[src/rtl/decrement.sv]
// -----------------------------------------------------------------------------
// decrement
//
// This is a loadable down-counter. While `signal` is held high it steps down
// once every delaySet+1 cycles. A step from 0 wraps to `maxCount`. A step from
// a value above `maxCount` is clamped to `maxCount`. A small IDLE/RUN FSM
// spends one entry cycle before it starts to pace steps with an internal
// delay counter.
//
// Per-cycle priority: load > signal > idle.
//
// Ports
//   clk          : the single clock; all state updates on its rising edge
//   rst          : asynchronous reset, active low
//   delaySet     : [DW] the number of extra held cycles between steps
//   signal       : while high, decrementing is requested
//   load         : a synchronous preset strobe
//   loadValue    : [CW] the preset value; it is clamped to maxCount
//   maxCount     : [CW] the wrap target on underflow
//   decremented  : a one-cycle pulse for each step
//   underflow    : a one-cycle pulse when a step wraps from 0 to maxCount
//   count        : [CW] the current value
//
// Handshake: there is no valid/ready handshake. `signal` is a level request
// that is sampled on every rising edge. Each step produces exactly one cycle of
// `decremented`. No step is held or queued.
// -----------------------------------------------------------------------------
module decrement #(
    parameter int CW = 16,
    parameter int DW = 32
) (
    input  logic          clk,
    input  logic          rst,
    input  logic [DW-1:0] delaySet,
    input  logic          signal,
    input  logic          load,
    input  logic [CW-1:0] loadValue,
    input  logic [CW-1:0] maxCount,
    output logic          decremented,
    output logic          underflow,
    output logic [CW-1:0] count
);

    typedef enum logic {
        IDLE = 1'b0,
        RUN  = 1'b1
    } state_e;

    state_e        state_q, state_d;
    logic [DW-1:0] delay_q, delay_d;
    logic [CW-1:0] count_q, count_d;
    logic          dec_q, dec_d;
    logic          unf_q, unf_d;

    // Next-state and next-output logic
    always_comb begin
        state_d = state_q;
        delay_d = delay_q;
        count_d = count_q;
        dec_d   = 1'b0;
        unf_d   = 1'b0;

        if (load) begin
            count_d = (loadValue > maxCount) ? maxCount : loadValue;
            delay_d = '0;
            state_d = IDLE;
        end else if (signal) begin
            if (state_q == IDLE) begin
                // The entry cycle only arms the pacing counter; no step is taken.
                state_d = RUN;
                delay_d = '0;
            end else if (delay_q < delaySet) begin
                delay_d = delay_q + DW'(1);
            end else begin
                // The >= comparison also covers a delaySet that was lowered
                // below the running delay. The step fires at once, so delay
                // never stays above delaySet.
                delay_d = '0;
                dec_d   = 1'b1;
                if (count_q == '0) begin
                    count_d = maxCount;
                    unf_d   = 1'b1;
                end else if (count_q > maxCount) begin
                    count_d = maxCount;
                end else begin
                    count_d = count_q - CW'(1);
                end
            end
        end else begin
            state_d = IDLE;
            delay_d = '0;
        end
    end

    // State registers
    always_ff @(posedge clk or negedge rst) begin
        if (!rst) begin
            state_q <= IDLE;
            delay_q <= '0;
            count_q <= '0;
            dec_q   <= 1'b0;
            unf_q   <= 1'b0;
        end else begin
            state_q <= state_d;
            delay_q <= delay_d;
            count_q <= count_d;
            dec_q   <= dec_d;
            unf_q   <= unf_d;
        end
    end

    assign decremented = dec_q;
    assign underflow   = unf_q;
    assign count       = count_q;

endmodule

[config.mk]
export PLATFORM = sky130hd
export DESIGN_NAME = decrement
export DESIGN_NICKNAME = d
export VERILOG_FILES = /design/src/rtl/decrement.sv
export SDC_FILE = /design/constraint.sdc
export NUM_CORES = 1
export LEC_CHECK = 0
export ABC_AREA = 1
export CAP_MARGIN = 30
export CORE_ASPECT_RATIO = 0.6
export CORE_MARGIN = 2
export CORE_UTILIZATION = 55
export CTS_CLUSTER_DIAMETER = 100
export DETAILED_ROUTE_END_ITERATION = 10
export PLACE_DENSITY = 0.94
export SKIP_CTS_REPAIR_TIMING = 1
export SYNTH_ARGS = -nofsm -noshare
export SYNTH_HDL_FRONTEND = slang
export SYNTH_SLANG_ARGS = --single-unit
[constraint.sdc]
create_clock -name clk -period 2.7 [get_ports clk]
set_input_delay 0.405 -clock clk [delete_from_list [all_inputs] [get_ports clk]]
set_output_delay 0.405 -clock clk [all_outputs]
set_load 0.03 [all_outputs]
== Word level (Yosys, flattened, before mapping) ==
Cells that the tools add are included.
Storage, ports and cells
  memory bits (writable): 0
  memories kept: 0
  output and inout port bits: 18
  bits in read-only memories: 0
  input bits: 68
  register bits after elaboration: 51
  bits in latches: 0
Operators by class
  $mul: 0
  shifts and indexed selects: 0
  order comparisons: 3
  bitwise gates (word level): 0
  reductions and logical operators: 4
  div/mod/pow operators: 0
  $add $sub $neg: 2
  equality and inequality tests: 1
  muxes and demuxes: 22
Operators with widths (count)
  32-bit two-way mux: 4
  16-bit two-way mux: 7
  32-bit by 1-bit adder with 32-bit output (second input constant): 1
  16-bit > comparator: 2
  32-bit less-than comparator: 1
  16-bit zero test: 1
  16-bit by 1-bit subtractor with 16-bit output (second input constant): 1
  1-bit two-way mux: 11
  2-bit nonzero test: 2
  3-bit AND reduction: 1
  2-bit != test (second input constant): 1

== Logic depth before layout (Yosys ltp) ==
  word-level depth: 7
  depth in mapped cells: 19
  gate-level depth less buffers: 18

== Worst setup path before layout ==
OpenSTA, ideal clock, no wires.
  path kind: reg2reg
  start point: register count_q[5] (netlist: count[5])
  end point: register count_q[6] (netlist: count[6])
  clock period less this slack: 2.007 ns
  data arrival time: 1.889 ns
  required time: 2.582 ns
  cell stages (with the launch flop): 15
  slack: 0.693 ns
  cells stage by stage: dfrtp_1 ha_1 a21oi_1 nor2_1 nor2_1 nand2_1 nand2_1 nand2_1 nand2_2 buf_2 nand3_1 nand3_1 nand2_1 nand2_1 nand2_1
On the way
  cells in the longest elaborated chain, start to end: 7
  elaborated cells on any way between the ends: 9
  those cells by class: add/sub (1); order compare (1); mux (6); reduce/logical (1)
Ends and longest elaborated chain
  start: declaration: RTL line 51  | logic [CW-1:0] count_q, count_d;
  start signal: assignment: RTL line 106  | count_q <= count_d;
  16-bit by 1-bit subtractor with 16-bit output or 16-bit > comparator (tied branches): RTL line 86, 83
  16-bit two-way mux: RTL line 83  | end else if (count_q > maxCount) begin
  16-bit two-way mux *: RTL line 80  | if (count_q == '0) begin
  16-bit two-way mux *: RTL line 72  | end else if (delay_q < delaySet) begin
  16-bit two-way mux *: RTL line 68  | if (state_q == IDLE) begin
  16-bit two-way mux *: RTL line 67  | end else if (signal) begin
  16-bit two-way mux *: RTL line 63  | if (load) begin
Mark *: on every way between the ends. The rest lies on a longest branch, timed or not. The select of a mux whose other input is x is not followed.
A chain may end at the register's enable or synchronous reset.

== Worst setup path in the final report ==
  start point: input port maxCount[12]
  end point: register count_q[11] (netlist: count[11])
On the way
  cells in the longest elaborated chain, start to end: 7
  elaborated cells on any way between the ends: 9
  those cells by class: order compare (2); mux (7)
Ends and longest elaborated chain
  start: declaration: RTL line 38  | input logic [CW-1:0] maxCount,
  16-bit > comparator: RTL line 83
  16-bit two-way mux: RTL line 83
  16-bit two-way mux: RTL line 80
  16-bit two-way mux: RTL line 72
  16-bit two-way mux: RTL line 68
  16-bit two-way mux: RTL line 67
  16-bit two-way mux *: RTL line 63
Marked as above.

==> reports/results.ini <==
[global_route]
grt_max_degree=34
grt_overflow=0
grt_pass1_vias=4962
grt_antenna_before_repair=0
grt_pass1_wl_um=23490
grtUsageTotal_pct=28.51

[critical_path]
path_max_fanout=12
worst_path_max_delay_cell=clkdlybuf4s50_1
crit_path_start_kind=input port
cp-end-kind=flop
critPathKind=input port to flop
critPathMostFrequentCell=nand2_1
slowest_delay_ns=0.45
crit_chain=clkdlybuf4s50_1 -> inv_1 -> ha_1 -> nand4_1 -> nor2_1 -> nand4_1 -> nand2_2 -> buf_12 -> nand3_1 -> nand3_1 -> nand2_1 -> nand2_1 -> nand2_1
critPathRequiredTime_ns=2.88
worstPathArrival_ns=2.70

[die]
start_util_pct=56.79
die_w_um=129.8
die_h_um=79.46
core_um2=9189
ioPinCount=86
dieArea_um2=10310
num_rows=27

[place]
port_buffers=85
dp_worst_setup_slack_ns=0.06418
gp_congestion=0.9461
hpwl_um=11180

[timing]
period_needed_ns=2.519
clock.fmax_ghz=0.3970
fin_crit_sh_pct=93.29
setup_slack_ns=0.1811
worstMarginPinSlew_ns=0.5345
slew_viol_final=0
setup_violations=0
finalHoldViolCount=0
timing.hold.ws_ns=0.5021
clock_skew_ns=0.009463
slew_headroom_pct=64.09
rsz0062_at_grt=false
setup_tns_ns=0

[finish]
syn2layout_area_growth_pct=24.45
fill_cells=735
final_util_pct=70.68
final_common_cell=nand2_1
final_cell_mix=179 x nand2_1, 121 x inv_1, 98 x nand3_1, 84 x clkdlybuf4s50_1, 73 x nor2_1
nets=992
antenna_cells=0
drive_above_1_share_pct=8.382

[synth]
syn_inst=763
synth_area_um2=5219
synth_nets=897
synth-main-ff-cell=dfrtp_1
yosysUniqueCellTypes=45
ys_warn_count=0
synth_edf_count=0
seq_area_frac_synth_pct=24.45
syn_area_per_cell_um2=6.840
async_reset_ff_share_pct=100.0
ys_seq_elements=51

[cts]
insertion_delay_ns=0.30
clock-sinks=51
clockBufferDepth=2
cts-htree-levels=2
cts-root-buf=clkbuf_16
cts_inserted_buffers=5
cts.clk_slew.worst_paths_ns=0.07
cts_tree=done

[drt]
wirelength_um=14020
vias_per_cell=5.490
vias=5430
drt.antenna.violating_nets=0
drt_first_pass_iters=5
wl_per_cell_um=14.18
drc_errors=0
drt-initial-drc-count=604

[hold_path]
min_path_type=flop to flop

[status]
status=complete, no violations

[pwr]
vdd_drop_max_mv=0.4132
power.density_nw_per_um2=430.8
leakagePower_nw=3.273

[run]
drv_cap=0

-- stage by stage --
step	power [W]	instances	cell area (um^2)
after floorplan	0.001606	763	5219
after global placement	0.001988	980	6307
after detailed placement	0.002019	980	6307
after CTS	0.002783	988	6485
after global routing	0.002968	989	6495
final	0.002798	989	6495
-- kinds of logic after synthesis --
kind of cell	synth area share, %
buffers and inverters	11.12
adders and majority gates	15.82
DFF	24.45
xor gates and xnor gates	3.692
and+or+nand+nor	38.89
AOI/OAI and AO/OA	6.018
-- cell type report --
class | count | area, um^2 | area share (%)
clock inverters | 2 | 38.79 | 0.5972
clock buffers | 6 | 138.9 | 2.138
flip-flops and latches | 51 | 1276 | 19.65
inverters | 126 | 475.5 | 7.320
multi-input cells | 570 | 3362 | 51.76
repair buffers | 104 | 1041 | 16.03
well taps | 130 | 162.7 | 2.504
-- registers in the layout, summed over array words and instances (netlist names) --
| name | cells |
|---|---|
| count | 16 |
| decremented | 1 |
| delay_q | 32 |
| state_q | 1 |
| underflow | 1 |
-- layer usage --
metal  track usage [%]  part of all wire, %
met1             42.89                   47
met2             41.52                   40
met3             7.507                   12
met4             4.516                  1.2
met5                 0                    0
-- final timing paths --
path                                    from           to  slack, ns  depth (start not counted)
worst min-delay path              delay_q[0]   delay_q[0]       0.50                          1
min in group asynchronous                rst    underflow       0.51                          2
worst max register to register     count[15]    count[11]       0.27                         11
worst min register to register    delay_q[0]   delay_q[0]       0.50                          1
max in group asynchronous                rst  delay_q[29]       1.54                          3
worst max-delay path            maxCount[12]    count[11]       0.18                         13
-- power by group --
| part | leakage (nW) | internal [W] | total (W) | switching, W |
|---|---|---|---|---|
| Combinational | 2.50 | 0.000473 | 0.00111 | 0.000637 |
| Sequential | 0.685 | 0.000815 | 0.000926 | 0.000111 |
| Clock | 0.0875 | 0.000466 | 0.000762 | 0.000296 |
| Total | 3.27 | 0.00175 | 0.00280 | 0.00104 |
-- cells in the mapped netlist, types with 2 or more instances --
cell type	instances	area [um^2]
nor3_2	11	110.1
inv_1	121	454.2
nor2_2	4	25.02
inv_2	4	15.01
nor3b_1	2	15.01
buf_6	4	45.04
xor2_1	14	122.6
o21ai_0	10	50.05
a31oi_1	2	12.51
o21ai_1	4	20.02
ha_1	66	825.8
a21oi_1	33	165.2
buf_4	3	22.52
nor2_4	3	33.78
nand4_1	12	75.07
dfrtp_1	51	1276
nor3_4	2	32.53
nor4_1	5	31.28
nand2_4	3	33.78
nand3_1	98	490.5
nand2_2	8	50.05
nor3_1	14	70.07
nand2_1	179	671.9
buf_2	3	15.01
o22ai_1	2	12.51
clkbuf_1	5	18.77
a21o_1	2	15.01
xnor2_1	8	70.07
nor2_1	73	274.0
nand3_2	2	20.02
-- critical path, delay by kind of cell --
kind	cells	cell delay [ns]
simple gates	9	1.27
fa+ha+maj	1	0.30
buf+inv	3	0.72
Power figures use the tool's default switching activity.
